`src/rtl/register_file_pkg.sv`:
```
// Shared processor datapath definitions: register file geometry, word/index
// types and the 4-input mux cell used to build operand-select trees.
package register_file_pkg;

  localparam int WIDTH     = 32;
  localparam int ADDR_BITS = 5;
  localparam int DEPTH     = 2 ** ADDR_BITS;
  localparam int ZERO_REG  = 0;

  localparam int L1_CELLS  = DEPTH / 4;
  localparam int L2_CELLS  = L1_CELLS / 4;

  typedef logic [WIDTH-1:0]     word_t;
  typedef logic [ADDR_BITS-1:0] addr_t;

  function automatic word_t mux4(input word_t a, input word_t b,
                                 input word_t c, input word_t d,
                                 input logic [1:0] sel);
    word_t y;
    case (sel)
      2'd0:    y = a;
      2'd1:    y = b;
      2'd2:    y = c;
      default: y = d;
    endcase
    return y;
  endfunction

endpackage

```
`src/rtl/register_file_reg_word.sv`:
```
// One architectural register: WIDTH-bit flop with synchronous active-high
// clear and a load enable.
module reg_word
  import register_file_pkg::*;
(
  input  logic             clk,
  input  logic             reset,
  input  logic             load_i,
  input  logic [WIDTH-1:0] d_i,
  output logic [WIDTH-1:0] q_o
);

  logic [WIDTH-1:0] q_q;
  logic [WIDTH-1:0] q_d;

  always_comb begin
    // NOTE: default assigned first so no path through this block infers a latch.
    q_d = q_q;
    if (load_i) q_d = d_i;
  end

  always_ff @(posedge clk) begin
    // NOTE: non-blocking so every register samples pre-edge values in parallel.
    if (reset) q_q <= '0;
    else       q_q <= q_d;
  end

  assign q_o = q_q;

endmodule

```
`src/rtl/register_file.sv`:
```
// 32x32 architectural register file: two combinational read ports built from
// 4:1 mux cells, one synchronous write port, register 0 hardwired to zero.
module register_file
  import register_file_pkg::*;
(
  input  logic                 clk,
  input  logic                 reset,
  input  logic [ADDR_BITS-1:0] read_reg1,
  input  logic [ADDR_BITS-1:0] read_reg2,
  input  logic [ADDR_BITS-1:0] write_reg,
  input  logic [WIDTH-1:0]     write_data,
  input  logic                 reg_write,
  output logic [WIDTH-1:0]     read_data1,
  output logic [WIDTH-1:0]     read_data2
);

  word_t regs [DEPTH];

  assign regs[ZERO_REG] = '0;

  // Decoder output for index 0 is never built, so r0 can never be loaded.
  for (genvar i = ZERO_REG + 1; i < DEPTH; i++) begin : g_word
    logic load;
    assign load = reg_write && (write_reg == ADDR_BITS'(i));

    reg_word u_word (
      .clk    (clk),
      .reset  (reset),
      .load_i (load),
      .d_i    (write_data),
      .q_o    (regs[i])
    );
  end

  // 32:1 tree: eight 4:1 cells on sel[1:0], two 4:1 cells on sel[3:2], 2:1 on sel[4].
  function automatic word_t read_tree(input word_t words [DEPTH], input addr_t sel);
    word_t l1 [L1_CELLS];
    word_t l2 [L2_CELLS];
    for (int g = 0; g < L1_CELLS; g++) begin
      l1[g] = mux4(words[4*g], words[4*g+1], words[4*g+2], words[4*g+3], sel[1:0]);
    end
    for (int h = 0; h < L2_CELLS; h++) begin
      l2[h] = mux4(l1[4*h], l1[4*h+1], l1[4*h+2], l1[4*h+3], sel[3:2]);
    end
    return sel[4] ? l2[1] : l2[0];
  endfunction

  always_comb begin
    read_data1 = read_tree(regs, read_reg1);
    read_data2 = read_tree(regs, read_reg2);
  end

endmodule

```
`config.mk`:
```
export PLATFORM = sky130hd
export DESIGN_NAME = register_file
export DESIGN_NICKNAME = d
export VERILOG_FILES = /design/src/rtl/register_file_pkg.sv /design/src/rtl/register_file_reg_word.sv /design/src/rtl/register_file.sv
export SDC_FILE = /design/constraint.sdc
export NUM_CORES = 2
export LEC_CHECK = 0
export ABC_CLOCK_PERIOD_IN_PS = 4800
export CAP_MARGIN = 20
export CORE_ASPECT_RATIO = 1.1
export CORE_MARGIN = 3
export CORE_UTILIZATION = 60
export CTS_BUF_LIST = sky130_fd_sc_hd__clkbuf_4 sky130_fd_sc_hd__clkbuf_8
export DETAILED_ROUTE_END_ITERATION = 6
export PLACE_DENSITY = 0.8
export SKIP_CTS_REPAIR_TIMING = 1
export SLEW_MARGIN = 20
export SYNTH_ARGS = -nofsm -noshare
export SYNTH_HDL_FRONTEND = slang
export SYNTH_HIERARCHICAL = 1
export SYNTH_SLANG_ARGS = --single-unit
```
`constraint.sdc`:
```
create_clock -name clk -period 4.8 [get_ports clk]
set_input_delay 0.96 -clock clk [delete_from_list [all_inputs] [get_ports clk]]
set_output_delay 0.96 -clock clk [all_outputs]
set_load 0.005 [all_outputs]
```
==> flow_summary_export.csv <==
group,metric,value,unit
layout,final_cell_mix,"1568 x mux2i_1, 1057 x nor2_1, 992 x dfxtp_1, 204 x clkbuf_8, 192 x mux4_2",
die,row_count,115,
global_route,grt_max_degree,138,
die,initial_core_util,0.607,
die,core,89800,um2
synthesis,ys_types,44,
layout,largest_register_ffs,992,
global_route,grt.overflow.total,0,
placement,gp_routability_congestion,0.929,
clock_network,tritoncts,"yes",
detailed_routing,firstDrtPassIters,7,
worst_setup_path,critPathMostFrequentCell,"buf_4",
synthesis,synth-edff-count,0,
worst_setup_path,cp_slowest_stage_delay,670,ps
sta,skew,0,ps
placement,place.detailed.hpwl,108000,um
detailed_routing,ant_nets,0,
die,die_height,322,um
placement,io_buffer_count,113,
layout,fin_util,0.654,
power,ir_worst_vdd,0.291,mV
layout,fin_nets,5307,
detailed_routing,vias,45200,
die,die_w,293,um
worst_setup_path,worstPathCellList,"buf_4 > buf_4 > nor2b_4 > buf_4 > a221oi_1 > a31oi_1 > clkdlybuf4s50_1",
power,power_density,308,nW/um2
worst_setup_path,path_buf_inv,4,
sta,setup-violations-final,0,
sta,worstMarginPinSlew,1230,ps
worst_setup_path,critPathTopFamily,"buffers and inverters",
synthesis,ys.flop_type,"dfxtp_1",
worst_setup_path,critPathLaunchType,"input port",
run_status,status,"complete, but fails checks",
power,p_leak,20.0,nW
clock_network,clk_path_buf_depth,3,
detailed_routing,wl_per_cell,27.7,um
worst_setup_path,cp_data_arrival_time,3820,ps
sta,hold_viol_final,0,
layout,post_route_cells_drive_above_1_share,0.144,
synthesis,syn-mean-instance-area,10.3,um2
power,p_sw_frac,0.264,
worst_setup_path,worstPathRequired,3840,ps
synthesis,syn_area,54500,um2
min_path,hp-start,"g_word[24].u_word/q_o[21]",
sta,fmax,0.209,GHz
power,p_sw,4.78,mW
global_route,antenna_found_initial,9,
layout,mostFrequentLayoutCell,"mux2i_1",
worst_setup_path,crit_slowest_cell,"clkdlybuf4s50_1",
min_path,hp-class,"flip-flop to flip-flop",
run,drv_cap,0,
sta,slew_headroom,0.181,
detailed_routing,via_per_inst,6.90,
run_status,violations,"design-rule violations",
global_route,grt_pass1_wl,271000,um
sta,period_minus_slack,4780,ps
power,combPwrFrac,0.094,
worst_setup_path,startpoint,"read_reg1[2]",
die,ios,114,
synthesis,yosys_warnings,6,
detailed_routing,post-route-drc-count,1,
layout,areaGrowthSynthToFinish,7.86,%
power,power_frac_seq,0.461,
sta,slew_violations,0,
clock_network,worstSkewPairLatency,830,ps
die,dieArea,94400,um2
sta,period_share,0.997,
synthesis,synth_nets,5332,
synthesis,ys_ff_latch,992,
synthesis,yosysSeqAreaShare,0.365,
power,internal-power,13.3,mW
detailed_routing,wl,182000,um
synthesis,syn_inst,5282,
power,pwr-share-clk,0.445,
clock_network,cts-buffers-inserted,161,
sta,finalSetupTns,0,ps
worst_setup_path,cp-end-kind,"output port",
clock_network,worst_setup_hold_path_clk_slew,50,ps
worst_setup_path,reg2reg_from,"g_word[7].u_word/q_o[10]",
clock_network,clockRootBuffer,"clkbuf_8",
layout,fill_cells,6971,
clock_network,cts.htree.levels,4,
synthesis,synthArstFlopShare,0,
detailed_routing,drtIter0Drc,6540,
global_route,grt_pass1_vias,43600,
worst_setup_path,path_class,"input port to output port",
worst_setup_path,crit_path_max_fanout,10,
sta,rsz0062_at_grt,"no",
global_route,track_usage,0.374,
clock_network,cts_num_sinks,992,
## per-layer routing
layer | vias up | GRT usage | routed length, um
li1 | 19300 | - | -
met1 | 21800 | 0.480 | 68200
met2 | 3369 | 0.563 | 79200
met3 | 788 | 0.101 | 22400
met4 | 2 | 0.234 | 11900
met5 | - | 0 | 11
## through the flow
step / std cells / instance area, um2 / total power, mW / setup WS, ps / hold slack (ps)
3_5_place_dp: 6264 / 55300 / 10.2 / 285 / 501
4_1_cts: 6549 / 58900 / 18.1 / 250 / 515
2_1_floorplan: 5282 / 54500 / 9.48 / 1520 / 472
6_report: 6557 / 58700 / 18.1 / 16.4 / 517
3_3_place_gp: 6264 / 55300 / 10.2 / 249 / 486
5_1_grt: 6552 / 58700 / 18.6 / 96.7 / 539
## cell families (layout without fill, tap and decap cells)
| logic type | Yosys count | count (layout) | share of synthesized area |
|---|---|---|---|
| muxes | 1790 | 1790 | 0.374 |
| buffers and inverters | 508 | 605 | 0.0754 |
| DFF | 992 | 992 | 0.365 |
| other | 0 | 8 | 0 |
| AOI/OAI and AO/OA | 608 | 608 | 0.0824 |
| and+or+nand+nor | 1384 | 1384 | 0.104 |
## cells in the mapped netlist, drive strengths merged, types with 42 or more instances
cell / n / share of area
a221oi: 62 / 0.010
mux2i: 1568 / 0.29
o221ai: 64 / 0.010
o21ai: 62 / 0.0057
buf: 260 / 0.058
mux4: 192 / 0.079
nor2b: 42 / 0.0048
o22ai: 95 / 0.011
dfxtp: 992 / 0.36
nand2: 68 / 0.0047
a211oi: 126 / 0.017
clkbuf: 214 / 0.015
nor2: 1089 / 0.075
nor3: 66 / 0.0061
## worst paths after layout
check | endpoint | slack (ps) | depth (start not counted)
worst max-delay path | read_data1[28] | 20 | 7
worst min register to register | g_word[24].u_word/q_o[21] | 520 | 2
worst min-delay path | g_word[24].u_word/q_o[21] | 520 | 2
worst max register to register | g_word[7].u_word/q_o[10] | 4010 | 2
## cell type report
cell class                      count  area (um2)  share of cell area
Multi-Input combinational cell   3782       30800               0.525
Sequential cell                   992       19900               0.338
Clock inverter                     34         373             0.00635
Tap cell                         1170        1460              0.0249
Inverter                           34         129             0.00219
Antenna cell                        8        20.0            0.000341
Timing Repair Buffer              286        2930              0.0498
Clock buffer                      251        3160              0.0538
## tightest hold or removal path: cells and delay by family (launching register included)
kind | cells | cell delay, ps
simple gates | 1 | 70
mux | 1 | 70
flops | 1 | 340
## power groups by stage
stage / clock [mW] / combinational, mW / sequential (mW)
floorplan: 0 / 0.975 / 8.51
global placement: 0 / 1.63 / 8.52
detailed placement: 0 / 1.65 / 8.53
CTS: 8.11 / 1.66 / 8.35
global route: 8.46 / 1.74 / 8.35
finish: 8.06 / 1.70 / 8.35
(Power assumes the default switching activity.)
